[config.mk]
export PLATFORM = sky130hd
export DESIGN_NAME = fpu_op_sequencer
export DESIGN_NICKNAME = d
export VERILOG_FILES = /design/src/rtl/fpu_pkg.sv /design/src/rtl/fpu_cmd_fifo.sv /design/src/rtl/fpu_op_sequencer.sv
export SDC_FILE = /design/constraint.sdc
export NUM_CORES = 1
export LEC_CHECK = 0
export ABC_AREA = 1
export CORE_UTILIZATION = 23
export CTS_BUF_LIST = sky130_fd_sc_hd__clkbuf_4
export CTS_CLUSTER_SIZE = 14
export DETAILED_ROUTE_END_ITERATION = 16
export PLACE_DENSITY = 0.5
export RECOVER_POWER = 100
export SYNTH_ARGS = -nofsm -noshare
export SYNTH_HDL_FRONTEND = slang
export SYNTH_SLANG_ARGS = --single-unit
[constraint.sdc]
create_clock -name i_clk -period 6.25 [get_ports i_clk]
set_input_delay 0.9375 -clock i_clk [delete_from_list [all_inputs] [get_ports i_clk]]
set_output_delay 0.9375 -clock i_clk [all_outputs]
set_load 0.02 [all_outputs]
[src/rtl/fpu_pkg.sv]
// Shared opcodes, default latencies and sequencer state encoding for the
// CombinedFPU command front-end.
package fpu_pkg;

  localparam logic [2:0] OP_ADD = 3'b000;
  localparam logic [2:0] OP_SUB = 3'b001;
  localparam logic [2:0] OP_MUL = 3'b010;
  localparam logic [2:0] OP_DIV = 3'b011;
  localparam logic [2:0] OP_MAC = 3'b111;
  localparam logic [2:0] OP_NOP = 3'b100;

  localparam int LAT_ADD_DEF = 6;
  localparam int LAT_MUL_DEF = 5;
  localparam int LAT_DIV_DEF = 5;
  localparam int LAT_MAC_DEF = 11;

  typedef enum logic [1:0] {
    ST_IDLE = 2'b00,
    ST_RUN  = 2'b01,
    ST_HOLD = 2'b10
  } state_t;

  function automatic logic is_legal_op(input logic [2:0] op);
    logic legal;
    case (op)
      OP_ADD, OP_SUB, OP_MUL, OP_DIV, OP_MAC: legal = 1'b1;
      default:                                legal = 1'b0;
    endcase
    return legal;
  endfunction

endpackage

[src/rtl/fpu_cmd_fifo.sv]
// Show-ahead command FIFO; pointers carry one extra wrap bit to tell full
// from empty.
module fpu_cmd_fifo #(
  parameter int DEPTH = 4,
  parameter int WIDTH = 103
) (
  input  logic             i_clk,
  input  logic             i_rst,
  input  logic             i_push,
  input  logic             i_pop,
  input  logic [WIDTH-1:0] i_din,
  output logic [WIDTH-1:0] o_dout,
  output logic             o_full,
  output logic             o_empty
);

  localparam int AW = $clog2(DEPTH);

  logic [WIDTH-1:0] r_mem [DEPTH];
  logic [AW:0]      r_wptr;
  logic [AW:0]      r_rptr;
  logic             w_do_push;
  logic             w_do_pop;

  assign o_full    = (r_wptr[AW] != r_rptr[AW]) && (r_wptr[AW-1:0] == r_rptr[AW-1:0]);
  assign o_empty   = (r_wptr == r_rptr);
  // A full FIFO refuses the push even when a pop frees a slot on the same edge.
  assign w_do_push = i_push && !o_full;
  assign w_do_pop  = i_pop && !o_empty;
  assign o_dout    = r_mem[r_rptr[AW-1:0]];

  always_ff @(posedge i_clk) begin
    if (w_do_push) begin
      r_mem[r_wptr[AW-1:0]] <= i_din;
    end
  end

  always_ff @(posedge i_clk) begin
    if (i_rst) begin
      r_wptr <= '0;
      r_rptr <= '0;
    end else begin
      if (w_do_push) begin
        r_wptr <= r_wptr + 1'b1;
      end
      if (w_do_pop) begin
        r_rptr <= r_rptr + 1'b1;
      end
    end
  end

endmodule

[src/rtl/fpu_op_sequencer.sv]
// Buffers FPU commands, holds each on the FPU inputs for its fixed latency and
// returns the captured result with its tag over a valid/ready handshake.
module fpu_op_sequencer
  import fpu_pkg::*;
#(
  parameter int FIFO_DEPTH = 4,
  parameter int TAG_W      = 4,
  parameter int LAT_ADD    = LAT_ADD_DEF,
  parameter int LAT_MUL    = LAT_MUL_DEF,
  parameter int LAT_DIV    = LAT_DIV_DEF,
  parameter int LAT_MAC    = LAT_MAC_DEF
) (
  input  logic             i_clk,
  input  logic             i_rst,
  input  logic             i_in_valid,
  output logic             o_in_ready,
  input  logic [2:0]       i_in_op,
  input  logic [31:0]      i_in_a,
  input  logic [31:0]      i_in_b,
  input  logic [31:0]      i_in_c,
  input  logic [TAG_W-1:0] i_in_tag,
  output logic [2:0]       o_fpu_op,
  output logic [31:0]      o_fpu_a,
  output logic [31:0]      o_fpu_b,
  output logic [31:0]      o_fpu_c,
  input  logic [31:0]      i_fpu_result,
  output logic             o_out_valid,
  input  logic             i_out_ready,
  output logic [31:0]      o_out_result,
  output logic [TAG_W-1:0] o_out_tag,
  output logic             o_out_err,
  output logic             o_busy
);

  localparam int CMD_W = 3 + 96 + TAG_W;

  logic             w_full;
  logic             w_empty;
  logic             w_push;
  logic             w_pop;
  logic             w_issue;
  logic [CMD_W-1:0] w_din;
  logic [CMD_W-1:0] w_dout;
  logic [2:0]       w_head_op;
  logic [31:0]      w_head_a;
  logic [31:0]      w_head_b;
  logic [31:0]      w_head_c;
  logic [TAG_W-1:0] w_head_tag;

  state_t           r_state;
  state_t           w_state_next;
  logic [2:0]       r_op;
  logic [2:0]       w_op_next;
  logic [31:0]      r_a;
  logic [31:0]      w_a_next;
  logic [31:0]      r_b;
  logic [31:0]      w_b_next;
  logic [31:0]      r_c;
  logic [31:0]      w_c_next;
  logic [TAG_W-1:0] r_tag;
  logic [TAG_W-1:0] w_tag_next;
  logic [3:0]       r_cnt;
  logic [3:0]       w_cnt_next;
  logic [31:0]      r_out_result;
  logic [31:0]      w_out_result_next;
  logic [TAG_W-1:0] r_out_tag;
  logic [TAG_W-1:0] w_out_tag_next;
  logic             r_out_err;
  logic             w_out_err_next;

  function automatic logic [3:0] lat_of(input logic [2:0] op);
    logic [3:0] lat;
    case (op)
      OP_MUL:  lat = 4'(LAT_MUL);
      OP_DIV:  lat = 4'(LAT_DIV);
      OP_MAC:  lat = 4'(LAT_MAC);
      default: lat = 4'(LAT_ADD);
    endcase
    return lat;
  endfunction

  assign w_din  = {i_in_op, i_in_a, i_in_b, i_in_c, i_in_tag};
  assign {w_head_op, w_head_a, w_head_b, w_head_c, w_head_tag} = w_dout;
  assign w_push = i_in_valid && !w_full;

  fpu_cmd_fifo #(
    .DEPTH (FIFO_DEPTH),
    .WIDTH (CMD_W)
  ) u_fifo (
    .i_clk   (i_clk),
    .i_rst   (i_rst),
    .i_push  (w_push),
    .i_pop   (w_pop),
    .i_din   (w_din),
    .o_dout  (w_dout),
    .o_full  (w_full),
    .o_empty (w_empty)
  );

  // A new command issues from IDLE, or straight out of HOLD on the handshake edge.
  assign w_issue = !w_empty && ((r_state == ST_IDLE) || ((r_state == ST_HOLD) && i_out_ready));

  always_comb begin
    w_state_next      = r_state;
    w_op_next         = r_op;
    w_a_next          = r_a;
    w_b_next          = r_b;
    w_c_next          = r_c;
    w_tag_next        = r_tag;
    w_cnt_next        = r_cnt;
    w_out_result_next = r_out_result;
    w_out_tag_next    = r_out_tag;
    w_out_err_next    = r_out_err;
    w_pop             = 1'b0;

    case (r_state)
      ST_IDLE: begin
      end
      ST_RUN: begin
        if (r_cnt != 4'd0) begin
          w_cnt_next = r_cnt - 4'd1;
        end else begin
          w_out_result_next = i_fpu_result;
          w_out_tag_next    = r_tag;
          w_out_err_next    = 1'b0;
          w_op_next         = OP_NOP;
          w_a_next          = '0;
          w_b_next          = '0;
          w_c_next          = '0;
          w_state_next      = ST_HOLD;
        end
      end
      ST_HOLD: begin
        if (i_out_ready && w_empty) begin
          w_state_next = ST_IDLE;
        end
      end
      default: begin
        w_state_next = ST_IDLE;
      end
    endcase

    if (w_issue) begin
      w_pop      = 1'b1;
      w_tag_next = w_head_tag;
      if (is_legal_op(w_head_op)) begin
        w_op_next    = w_head_op;
        w_a_next     = w_head_a;
        w_b_next     = w_head_b;
        w_c_next     = w_head_c;
        w_cnt_next   = lat_of(w_head_op);
        w_state_next = ST_RUN;
      end else begin
        // Illegal opcodes never reach the FPU; they are answered immediately.
        w_op_next         = OP_NOP;
        w_a_next          = '0;
        w_b_next          = '0;
        w_c_next          = '0;
        w_out_result_next = '0;
        w_out_tag_next    = w_head_tag;
        w_out_err_next    = 1'b1;
        w_state_next      = ST_HOLD;
      end
    end
  end

  always_ff @(posedge i_clk) begin
    if (i_rst) begin
      r_state      <= ST_IDLE;
      r_op         <= OP_NOP;
      r_a          <= '0;
      r_b          <= '0;
      r_c          <= '0;
      r_tag        <= '0;
      r_cnt        <= '0;
      r_out_result <= '0;
      r_out_tag    <= '0;
      r_out_err    <= 1'b0;
    end else begin
      r_state      <= w_state_next;
      r_op         <= w_op_next;
      r_a          <= w_a_next;
      r_b          <= w_b_next;
      r_c          <= w_c_next;
      r_tag        <= w_tag_next;
      r_cnt        <= w_cnt_next;
      r_out_result <= w_out_result_next;
      r_out_tag    <= w_out_tag_next;
      r_out_err    <= w_out_err_next;
    end
  end

  assign o_in_ready   = !w_full;
  assign o_fpu_op     = r_op;
  assign o_fpu_a      = r_a;
  assign o_fpu_b      = r_b;
  assign o_fpu_c      = r_c;
  assign o_out_valid  = (r_state == ST_HOLD);
  assign o_out_result = r_out_result;
  assign o_out_tag    = r_out_tag;
  assign o_out_err    = r_out_err;
  assign o_busy       = (r_state != ST_IDLE) || !w_empty;

endmodule
==> results of run 1 <==
[metrics by stage]
stage / cells / power, mW
after detailed placement: 3086 / 9.56
after floorplan: 1730 / 7.66
after global placement: 3086 / 9.45
after global routing: 3393 / 13.6
after CTS: 3389 / 13.2
final: 3398 / 12.8
[Yosys cell counts (6+ instances only)]
cell	number	area, um2
sky130_fd_sc_hd__o22ai_1	101	632
sky130_fd_sc_hd__nand3_1	111	556
sky130_fd_sc_hd__buf_2	20	100
sky130_fd_sc_hd__inv_1	25	93.8
sky130_fd_sc_hd__clkbuf_1	75	282
sky130_fd_sc_hd__nand2_1	172	646
sky130_fd_sc_hd__nor2_1	253	950
sky130_fd_sc_hd__buf_1	13	48.8
sky130_fd_sc_hd__edfxtp_1	412	12400
sky130_fd_sc_hd__buf_4	7	52.6
sky130_fd_sc_hd__dfxtp_1	154	3080
sky130_fd_sc_hd__o21ai_0	208	1040
sky130_fd_sc_hd__mux2i_1	32	320
sky130_fd_sc_hd__ha_1	6	75.1
sky130_fd_sc_hd__a21oi_1	117	586
[logic make-up after synthesis]
family | after synthesis | share of synthesized area [%]
multiplexers | 32 | 1.52
adder cells (fa/ha/maj) | 6 | 0.357
buffers and inverters | 149 | 3.03
XOR/XNOR | 2 | 0.0833
AO/OA/AOI/OAI | 429 | 10.9
AND/OR/NAND/NOR | 546 | 10.6
flip-flops | 566 | 73.5
[power groups by stage]
stage | logic, mW | registers, mW | clock network [mW]
floorplan | 2.44 | 5.22 | 0
global placement | 4.45 | 5.00 | 0
detailed placement | 4.54 | 5.01 | 0
CTS | 4.56 | 4.94 | 3.67
global route | 4.77 | 4.99 | 3.84
finish | 4.32 | 4.92 | 3.52
[layout make-up]
| class | instances | area (um2) | share of cell area, % |
|---|---|---|---|
| Antenna cell | 9 | 22.5 | 0.0830 |
| Clock buffer | 240 | 1800 | 6.64 |
| Clock inverter | 63 | 375 | 1.38 |
| Inverter | 30 | 121 | 0.447 |
| Multi-Input combinational cell | 1015 | 4900 | 18.0 |
| Sequential cell | 566 | 15500 | 57.0 |
| Tap cell | 1176 | 1470 | 5.42 |
| Timing Repair Buffer | 299 | 2990 | 11.0 |
[state kept, by name, indices dropped and copies added (netlist names), named ones only]
name / flops
u_fifo.r_mem: 412
r_state: 2
o_fpu_c: 32
o_out_tag: 4
r_tag: 4
o_out_err: 1
u_fifo.r_rptr: 3
u_fifo.r_wptr: 3
o_out_result: 32
o_fpu_op: 3
r_cnt: 4
o_fpu_b: 32
o_fpu_a: 32
[per-layer routing]
metal | share of wire [%] | routed length, um | up-vias | global-route usage [%]
met5 | 0.21 | 129 | - | 0
met1 | 43 | 26400 | 7277 | 15.8
met2 | 47 | 29000 | 507 | 21.5
li1 | - | - | 7066 | -
met3 | 7.6 | 4720 | 141 | 4.87
met4 | 2.8 | 1730 | 24 | 6.04
[worst max path at each step]
stage	start	to	slack, ns	cells after the start
2_1_floorplan	i_in_valid	u_fifo.r_mem[3][0]	0.25	2
3_3_place_gp	i_out_ready	u_fifo.r_rptr[2]	2.33	9
3_5_place_dp	i_out_ready	o_fpu_b[31]	2.34	8
4_1_cts	u_fifo.r_wptr[0]	o_busy	2.51	6
5_1_grt	u_fifo.r_wptr[0]	u_fifo.r_mem[0][54]	1.27	7
6_report	u_fifo.r_wptr[0]	u_fifo.r_mem[0][36]	1.66	7
[worst reg2reg max path, delay by kind of cell (launching register included)]
kind | cells | cell delay (ns)
and+or+nand+nor | 5 | 3.08
buffers and inverters | 2 | 0.73
DFF | 1 | 0.40
==> results.md, run 1 <==
* Status: complete, but fails checks
* Violated checks: capacitance limit, slew limit
* Fraction of the core area covered by cells at the end of the flow at 30.1%
* Final Hold Vio Count at 0
* Min Hold Slack at 0.459 ns
* Max Slew Vio Count at 266
* Net Sw Frac at 38.6%
* Average wire length per cell after detail routing at 18.2 um
* Area of the mapped netlist at 21000 um2
* Synthesized Nets at 1875
* Die Span Y at 304 um
* Cell seen most often among critical-path stages: sky130_fd_sc_hd__nand2_1
* Clk_skew at 0.0692 ns
* Remaining number of nets flagged by the antenna check after routing at 0
* Pin count of the biggest net entering global routing at 159
* Setup WS pre-CTS at 2.34 ns
* CTS tree: yes
* TNS Setup at 0 ns
* Yosys Warn Count at 0
* Cell at the slowest stage of the critical path: sky130_fd_sc_hd__nor2_1
* Effective utilization at floorplan at 23.3%
* Hold bufs inserted after CTS at 0
* Slew headroom at -144%
* Root Buffer Master: sky130_fd_sc_hd__clkbuf_4
* Endpoint, Worst Hold: o_fpu_c[0]
* Worst Reg2Reg Path Length in Cells at 7
* Horizontal extent of the die at 304 um
* Start of the worst register-to-register path: u_fifo.r_wptr[0]
* Standard-cell row count at 110
* CTS HTree Levels at 4
* Class of the most critical setup path: flip-flop to flip-flop
* Clock share of power at 27.6%
* Number of gates given a new drive strength after cts at 0
* Worst-skew pair later-pin latency at 1.02 ns
* Number of flops mapped to enable cells by yosys at 412
* Period minus WS final at 4.59 ns
* Net Sw Power at 4.92 mW
* Layout net count at 2219
* Slew @ Worst Pin at 3.66 ns
* Count of input and output buffers at 277
* Proportion of synthesized chip area in sequential cells at 73.5%
* Critical-path cell list: inv_1 -> nand2_1 -> nand2_1 -> nand4_1 -> nand2_1 -> nor2_1 -> buf_4
* Longest individual stage delay on the worst path at 2.56 ns
* Placeable core area at 90300 um2
* Synthesis-to-finish area growth at 29.1%
* Worst reg-to-reg setup slack at 1.66 ns
* Die Footprint at 92600 um2
* Number of antenna violations at the first check in global routing at 26
* Number of top-level pins at 278
* Total leakage power at 9.56 nW
* Post-route worst setup slack at 1.66 ns
* Combinational Power Share at 33.8%
* Final design instance area without fill at 27100 um2
* Critical Path Source Type: flip-flop
* Initial DRC Count at 842
* Worst setup EP type: flip-flop
* Setup Fix Bufs, Post-CTS at 0
* Highest ir drop seen on vdd at 0.320 mV
* Share of layout cells above drive strength 1 at 13.4%
* Longest Clk Path Bufs at 3
* Share of the cycle needed by the critical path after routing at 73.4%
* Synthesized instance count at 1730
* Sum of routed wire length over all layers at 62000 um
* Global-route total usage across every layer at 13.3%
* Fraction of registers with async set or reset after synthesis at 0%
* HP Class: flip-flop to flip-flop
* Number of global-route vias before repair at 15300
* Number of endpoints failing setup at the final stage at 0
* Via count at 15000
* Unrepaired setup endpoints after global routing: false
* Mean instance size in the synthesized netlist at 12.2 um2
* Detail Placement HPWL at 33900 um
* Drc violations at 0
* Clock buffer count from CTS at 162
* Cell Pwr Density at 470 nW/um2
* Most used flip-flop cell after synthesis: sky130_fd_sc_hd__edfxtp_1
* Top fanout value on the critical path at 26
* Post-DR vias/cell at 4.42
* Beginning of the worst hold path: o_fpu_c[0]
* Leading cell type in the layout, fill and taps excluded: sky130_fd_sc_hd__edfxtp_1
* Worst hold path stage count at 2
* Most used cells in the layout excluding fill and tap cells: sky130_fd_sc_hd__edfxtp_1 (412), sky130_fd_sc_hd__nor2_1 (254), sky130_fd_sc_hd__dlygate4sd3_1 (242)
* Filler instances at 9215
* RD Place Congestion at 0.726
* Data required time at the worst endpoint at 6.87 ns
* Max-cap violations at 6
* Arrival time worst endpoint at 5.21 ns
* Bufs and invs on worst path at 2
* Detailed-routing iteration count for the pre-antenna-repair pass at 5
* Clock sink total at 566
* Int Pwr at 7.83 mW
* Placed Instance Area at 25000 um2
* Cell family contributing the most delay on the critical path: simple AND/OR/NAND/NOR gates
* Proportion of power drawn by flip-flops and latches at 38.6%
* Critical R2R Capture: u_fifo.r_mem[0][36]
* Aggregate global routing overflow at 0
* First-pass GRT wire length at 92100 um
* Peak clock frequency supported by timing at 0.218 GHz
* Count of cell types in the netlist at 29
* #FFs+latches synth at 566
* Clock transition at path regs at 0.07 ns
Power figures use the tool's default switching activity.
==> run 2, diff against run 1 <==
Settings changed: PLACE_DENSITY 0.5 to 0.49.
Clock period 6.25 ns to 4.25 ns, I/O delays scaled along.
==> run 2 against run 1 <==
The run still ends with capacitance limit, slew limit left. Clock power grew 39%. Clock skew grew 0.0034 ns. Sequential power grew 46%. Sequential cell count is the same. Register-to-register slack lost 0.92 ns. Routed wire length shrank 0.71%. Via count shrank 0.83%. Critical path type unchanged.
==> results.md, run 2 (synthesis results as in run 1) <==
* Die Footprint at 92600 um2 (unchanged)
* Root Buffer Master: sky130_fd_sc_hd__clkbuf_4 (unchanged)
* Number of top-level pins at 278 (unchanged)
* Horizontal extent of the die at 304 um (unchanged)
* Combinational Power Share at 35.0% (was 33.8%)
* Class of the most critical setup path: flip-flop to flip-flop (unchanged)
* Arrival time worst endpoint at 4.34 ns (was 5.21 ns)
* Synthesis-to-finish area growth at 29.0% (was 29.1%)
* Detail Placement HPWL at 35400 um (was 33900 um)
* Most crowded layer after global routing: met2 (unchanged)
* Violated checks: capacitance limit, slew limit (unchanged)
* Design Power at 18.6 mW (was 12.8 mW)
* Max FFs per register at 412 (unchanged)
* Clock transition at path regs at 0.06 ns (was 0.07 ns)
* Detailed-routing iteration count for the pre-antenna-repair pass at 5 (unchanged)
* CTS HTree Levels at 4 (unchanged)
* Remaining number of nets flagged by the antenna check after routing at 0 (unchanged)
* Cell Pwr Density at 686 nW/um2 (was 470 nW/um2)
* Worst reg-to-reg setup slack at 0.75 ns (was 1.66 ns)
* Flip-flop and latch area at 15500 um2 (unchanged)
* Share of layout cells above drive strength 1 at 13.7% (was 13.4%)
* Beginning of the worst hold path: i_fpu_result[27] (was o_fpu_c[0])
* Int Pwr at 11.4 mW (was 7.83 mW)
* Data required time at the worst endpoint at 5.08 ns (was 6.87 ns)
* GR met2 Demand/Resource at 21.4% (was 21.5%)
* Met1 layer usage reported by global route at 16.2% (was 15.8%)
* Effective utilization at floorplan at 23.3% (unchanged)
* Slew @ Worst Pin at 2.17 ns (was 3.66 ns)
* Pin count of the biggest net entering global routing at 104 (was 159)
* Fraction of the core area covered by cells at the end of the flow at 30.0% (was 30.1%)
* Die Span Y at 304 um (unchanged)
* Clk_skew at 0.0726 ns (was 0.0692 ns)
* Clock sink total at 566 (unchanged)
* Highest ir drop seen on vdd at 0.370 mV (was 0.320 mV)
* Average wire length per cell after detail routing at 18.2 um (about the same)
* Net Sw Power at 7.18 mW (was 4.92 mW)
* Proportion of power drawn by flip-flops and latches at 38.6% (about the same)
* Max-cap violations at 3 (was 6)
* Most used cells in the layout excluding fill and tap cells: sky130_fd_sc_hd__edfxtp_1 (412), sky130_fd_sc_hd__nor2_1 (252), sky130_fd_sc_hd__dlygate4sd3_1 (243) (was sky130_fd_sc_hd__edfxtp_1 (412), sky130_fd_sc_hd__nor2_1 (254), sky130_fd_sc_hd__dlygate4sd3_1 (242))
* Layout net count at 2217 (was 2219)
* Critical R2R Capture: r_cnt[2] (was u_fifo.r_mem[0][36])
* Clock share of power at 26.4% (was 27.6%)
* Global-route total usage across every layer at 13.2% (was 13.3%)
* Number of global-route vias before repair at 15000 (was 15300)
* Period minus WS final at 3.50 ns (was 4.59 ns)
* Number of antenna violations at the first check in global routing at 25 (was 26)
* Start of the worst register-to-register path: u_fifo.r_wptr[0] (unchanged)
* Post-DR vias/cell at 4.40 (was 4.42)
* Number of gates given a new drive strength after cts at 0 (unchanged)
* Status: complete, but fails checks (unchanged)
* Final Hold Vio Count at 0 (unchanged)
* Leading cell type in the layout, fill and taps excluded: sky130_fd_sc_hd__edfxtp_1 (unchanged)
* Placeable core area at 90300 um2 (unchanged)
* Area used by multi-input combinational logic at 4920 um2 (was 4900 um2)
* Standard-cell row count at 110 (unchanged)
* Via count at 14900 (was 15000)
* Endpoint, Worst Hold: o_out_result[27] (was o_fpu_c[0])
* Top fanout value on the critical path at 55 (was 26)
* Net Sw Frac at 38.6% (about the same)
* Clock buffer count from CTS at 156 (was 162)
* Count of input and output buffers at 277 (unchanged)
* RD Place Congestion at 0.732 (was 0.726)
* Min Hold Slack at 0.313 ns (was 0.459 ns)
* CTS tree: yes (unchanged)
* First-pass GRT wire length at 91900 um (was 92100 um)
* HP Class: input port to flip-flop (was flip-flop to flip-flop)
* Max Slew Vio Count at 189 (was 266)
* Worst hold path stage count at 3 (was 2)
* Worst-skew pair later-pin latency at 1.00 ns (was 1.02 ns)
* Share of the cycle needed by the critical path after routing at 82.4% (was 73.4%)
* Sum of routed wire length over all layers at 61500 um (was 62000 um)
* Worst Reg2Reg Path Length in Cells at 10 (was 7)
* Drc violations at 0 (unchanged)
* Critical Path Source Type: flip-flop (unchanged)
* Peak clock frequency supported by timing at 0.286 GHz (was 0.218 GHz)
* Unrepaired setup endpoints after global routing: false (unchanged)
* Longest Clk Path Bufs at 3 (unchanged)
* Slew headroom at -45.3% (was -144%)
* Aggregate global routing overflow at 0 (unchanged)
* Filler instances at 9222 (was 9215)
* Initial DRC Count at 973 (was 842)
* Worst setup EP type: flip-flop (unchanged)
* Number of endpoints failing setup at the final stage at 0 (unchanged)
* Total leakage power at 9.54 nW (was 9.56 nW)
* Met3 usage at 4.08% (was 4.87%)
==> run 2: what timing repair did <==
item | 4_1_cts | 5_1_grt
setup buffers | 0 | 0
endpoints found under the hold margin | 25 | 0
hold buffers | 1 | 0
==> run 2: per-stage QoR <==
stage | worst slack, ns | cells | setup TNS [ns] | instance area [um2]
floorplan | -1.64 | 1730 | -507.40 | 21000
global placement | 1.12 | 3089 | 0 | 25100
detailed placement | 1.10 | 3089 | 0 | 25100
CTS | 0.871 | 3378 | 0 | 27200
global route | 0.429 | 3381 | 0 | 27100
finish | 0.747 | 3385 | 0 | 27100
==> run 2: how the worst max path moves through the flow <==
stage	start	to	slack [ns]	cells past startpoint
2_1_floorplan	u_fifo.r_wptr[0]	u_fifo.r_mem[0][0]	-1.64	6
5_1_grt	flip-flop	o_out_result[25]	0.43	9
6_report	u_fifo.r_wptr[0]	r_cnt[2]	0.75	10
3_3_place_gp	i_out_ready	o_fpu_a[4]	1.12	9
3_5_place_dp	i_out_ready	o_fpu_a[6]	1.10	9
4_1_cts	u_fifo.r_wptr[0]	o_busy	0.87	6
==> run 2: critical path, cell delays in order, from the launching register on <==
cell                       delay, ns
sky130_fd_sc_hd__dfxtp_1        0.39
sky130_fd_sc_hd__inv_1          0.12
sky130_fd_sc_hd__nand2_1        0.07
sky130_fd_sc_hd__nand2_1        0.06
sky130_fd_sc_hd__nand3_1        0.22
sky130_fd_sc_hd__nand2_1        0.35
sky130_fd_sc_hd__inv_4          0.44
sky130_fd_sc_hd__clkbuf_2       1.15
sky130_fd_sc_hd__nand2_1        0.26
sky130_fd_sc_hd__nand2_1        0.15
sky130_fd_sc_hd__a21oi_1        0.07
==> run 2: area by class of cell <==
| cell class | instances | area share (%) |
|---|---|---|
| antenna | 7 | 0.0646 |
| clock buffer | 239 | 6.62 |
| clock inverter | 49 | 0.886 |
| inverter | 30 | 0.448 |
| multi-input combinational | 1015 | 18.1 |
| sequential | 566 | 57.0 |
| tap | 1176 | 5.43 |
| timing repair buffer | 303 | 11.4 |
==> run 2: power by group through the flow <==
stage	clock, mW	combinational, mW	sequential, mW
after CTS	5.14	6.87	7.21
after floorplan	0	3.59	7.67
after global placement	0	6.76	7.31
final	4.90	6.51	7.18
after global routing	5.42	7.19	7.27
after detailed placement	0	6.85	7.32
==> run 2: per-layer routing <==
layer	vias to the layer above	wire length, um
met3	154	4130
met4	16	1730
li1	7030	-
met5	-	108
met1	7204	26600
met2	486	28900
==> run 3, diff against run 2 <==
Settings changed: PLACE_DENSITY 0.49 to 0.5.
Clock period 4.25 ns to 3 ns, I/O delays scaled along.
==> run 3 against run 2 <==
The flow now finishes without violations. Largest cell class unchanged. First-iteration DRC count fell by 12%. Critical endpoint is now o_fpu_c[1]. Sequential cell count is the same. Highest routed layer unchanged. Final cell count is 4.3% higher.
==> results.md, run 3 (synthesis results as in run 1) <==
* Setup WS pre-CTS at 0.319 ns (was 1.10 ns)
* Die Span Y at 304 um (unchanged)
* Longest Clk Path Bufs at 3 (unchanged)
* Most used cells in the layout excluding fill and tap cells: sky130_fd_sc_hd__edfxtp_1 (412), sky130_fd_sc_hd__dlygate4sd3_1 (370), sky130_fd_sc_hd__clkbuf_4 (260) (was sky130_fd_sc_hd__edfxtp_1 (412), sky130_fd_sc_hd__nor2_1 (252), sky130_fd_sc_hd__dlygate4sd3_1 (243))
* Count of input and output buffers at 277 (unchanged)
* Beginning of the worst hold path: i_fpu_result[26] (was i_fpu_result[27])
* Critical-path cell list: clkinv_2 -> clkbuf_2 -> nand2_1 -> nand2_1 -> o21ai_4 -> clkbuf_4 -> nand3_1 -> a21oi_1 (was inv_1 -> nand2_1 -> nand2_1 -> nand3_1 -> nand2_1 -> inv_4 -> clkbuf_2 -> nand2_1 -> nand2_1 -> a21oi_1)
* Peak clock frequency supported by timing at 0.372 GHz (was 0.286 GHz)
* Clock buffer count from CTS at 158 (was 156)
* Final design instance area without fill at 28700 um2 (was 27100 um2)
* Slew @ Worst Pin at 0.892 ns (was 2.17 ns)
* GR met2 Demand/Resource at 21.7% (was 21.4%)
* Die Footprint at 92600 um2 (unchanged)
* Post-DR vias/cell at 4.34 (was 4.40)
* Clock share of power at 27.4% (was 26.4%)
* Root Buffer Master: sky130_fd_sc_hd__clkbuf_4 (unchanged)
* Number of antenna violations at the first check in global routing at 14 (was 25)
* Highest ir drop seen on vdd at 0.939 mV (was 0.370 mV)
* Leading cell type in the layout, fill and taps excluded: sky130_fd_sc_hd__edfxtp_1 (unchanged)
* Average wire length per cell after detail routing at 17.6 um (was 18.2 um)
* Design Power at 26.9 mW (was 18.6 mW)
* Post-route worst setup slack at 0.310 ns (was 0.747 ns)
* Layout net count at 2357 (was 2217)
* First-pass GRT wire length at 93900 um (was 91900 um)
* Cell seen most often among critical-path stages: sky130_fd_sc_hd__nand2_1 (unchanged)
* Longest individual stage delay on the worst path at 0.56 ns (was 1.15 ns)
* Cell at the slowest stage of the critical path: sky130_fd_sc_hd__clkbuf_4 (was sky130_fd_sc_hd__clkbuf_2)
* Class of the most critical setup path: flip-flop to flip-flop (unchanged)
* Net Sw Power at 10.2 mW (was 7.18 mW)
* Max Slew Vio Count at 0 (was 189)
* Worst setup EP type: flip-flop (unchanged)
* Max FFs per register at 412 (unchanged)
* Max-cap violations at 0 (was 3)
* Initial DRC Count at 858 (was 973)
* Pin count of the biggest net entering global routing at 112 (was 104)
* Worst Reg2Reg Path Length in Cells at 8 (was 10)
* Placeable core area at 90300 um2 (unchanged)
* Filler instances at 9102 (was 9222)
* Unrepaired setup endpoints after global routing: false (unchanged)
* Slew headroom at 40.5% (was -45.3%)
* Detail Placement HPWL at 35600 um (was 35400 um)
* Status: completed (was complete, but fails checks)
* Drc violations at 0 (unchanged)
* Arrival time worst endpoint at 3.62 ns (was 4.34 ns)
* Detailed-routing iteration count for the pre-antenna-repair pass at 5 (unchanged)
* RD Place Congestion at 0.728 (was 0.732)
* Worst reg-to-reg setup slack at 0.31 ns (was 0.75 ns)
* Combinational Power Share at 34.9% (was 35.0%)
* Standard-cell row count at 110 (unchanged)
* Int Pwr at 16.7 mW (was 11.4 mW)
* Effective utilization at floorplan at 23.3% (unchanged)
* Sum of routed wire length over all layers at 62100 um (was 61500 um)
* Min Hold Slack at 0.197 ns (was 0.313 ns)
* Number of top-level pins at 278 (unchanged)
* Placed Instance Area at 25200 um2 (was 25100 um2)
* Remaining number of nets flagged by the antenna check after routing at 0 (unchanged)
* Met1 layer usage reported by global route at 16.5% (was 16.2%)
* Number of endpoints failing setup at the final stage at 0 (unchanged)
* Clk_skew at 0.0683 ns (was 0.0726 ns)
* Most crowded layer after global routing: met2 (unchanged)
* CTS tree: yes (unchanged)
* Net Sw Frac at 38.1% (was 38.6%)
* Endpoint, Worst Hold: o_out_result[26] (was o_out_result[27])
* Horizontal extent of the die at 304 um (unchanged)
* Share of the cycle needed by the critical path after routing at 89.7% (was 82.4%)
* Cell Pwr Density at 938 nW/um2 (was 686 nW/um2)
* Number of global-route vias before repair at 16000 (was 15000)
* Synthesis-to-finish area growth at 36.3% (was 29.0%)
* TNS Setup at 0 ns (unchanged)
* Worst hold path stage count at 3 (unchanged)
* CTS HTree Levels at 4 (unchanged)
* Via count at 15300 (was 14900)
* Critical R2R Capture: o_fpu_c[1] (was r_cnt[2])
* Critical Path Source Type: flip-flop (unchanged)
* Proportion of power drawn by flip-flops and latches at 37.7% (was 38.6%)
* Total leakage power at 10.2 nW (was 9.54 nW)
* Period minus WS final at 2.69 ns (was 3.50 ns)
* HP Class: input port to flip-flop (unchanged)
* Share of layout cells above drive strength 1 at 13.8% (was 13.7%)
* Clock transition at path regs at 0.06 ns (about the same)
* Met3 usage at 3.91% (was 4.08%)
* Global-route total usage across every layer at 13.4% (was 13.2%)
* Clock sink total at 566 (unchanged)
* Data required time at the worst endpoint at 3.93 ns (was 5.08 ns)
* Top fanout value on the critical path at 30 (was 55)
* Aggregate global routing overflow at 0 (unchanged)
* Final Hold Vio Count at 0 (unchanged)
* Worst-skew pair later-pin latency at 1.01 ns (was 1.00 ns)
run 3: cell count changes in the layout (fill, tap and decap cells not counted), moves of 3 or more:
cell,previous run,this run
sky130_fd_sc_hd__buf_6,0,4
sky130_fd_sc_hd__clkinv_2,11,4
sky130_fd_sc_hd__clkinv_4,4,1
sky130_fd_sc_hd__nor2_1,252,249
sky130_fd_sc_hd__nor2_4,2,6
sky130_fd_sc_hd__clkbuf_4,240,260
sky130_fd_sc_hd__clkinv_1,26,23
sky130_fd_sc_hd__inv_6,2,6
sky130_fd_sc_hd__dlygate4sd3_1,243,370
sky130_fd_sc_hd__clkbuf_1,0,3
run 3: power by group through the flow:
stage / sequential (mW) / clock (mW) / combinational (mW)
2_1_floorplan: 10.8 / 0 / 5.09
3_3_place_gp: 10.3 / 0 / 9.61
3_5_place_dp: 10.4 / 0 / 9.76
4_1_cts: 10.2 / 7.69 / 9.94
5_1_grt: 10.3 / 8.05 / 10.4
6_report: 10.1 / 7.36 / 9.39
run 3: routing by layer:
layer | share of wire [%] | wire length (um)
met1 | 44 | 27300
met2 | 47 | 29000
met3 | 6.6 | 4130
met4 | 2.5 | 1550
met5 | 0.17 | 108
run 3: stage by stage:
step           util (%)  instances
2_1_floorplan         -       1730
3_3_place_gp       28.0       3097
3_5_place_dp       28.0       3097
4_1_cts            31.8       3522
5_1_grt            31.7       3531
6_report           31.7       3532
run 3: worst max-delay path: cells and delay by family (launching register included):
kind | cells | cell delay, ns
compound gates | 2 | 0.47
buf+inv | 3 | 1.10
flops | 1 | 0.41
simple gates | 3 | 0.63
run 3: worst max path at each step:
stage / start / endpoint / slack (ns)
after detailed placement: i_out_ready / o_out_result[19] / 0.32
after global routing: flip-flop / o_fpu_c[14] / 0.04
final: flip-flop / o_fpu_c[1] / 0.31
after floorplan: u_fifo.r_wptr[0] / u_fifo.r_mem[3][0] / 0.005
after CTS: u_fifo.r_wptr[0] / o_busy / 0.003
after global placement: i_out_ready / o_out_result[22] / 0.36
run 3: area by class of cell:
type | count | area (um2) | share of cell area (%)
multi-input combinational | 1015 | 4970 | 17.3
tap | 1176 | 1470 | 5.13
clock inverter | 39 | 255 | 0.890
clock buffer | 256 | 1920 | 6.70
sequential | 566 | 15500 | 53.9
antenna | 9 | 22.5 | 0.0786
timing repair buffer | 441 | 4440 | 15.5
inverter | 30 | 120 | 0.419
run 3: what timing repair did:
item / in CTS / in global routing
hold buffers: 130 / 0
endpoints found under the hold margin: 540 / 0
setup endpoints to repair: 2 / 2
pin swaps: 0 / 1
gates resized for setup: 3 / 2
setup buffers: 0 / 1
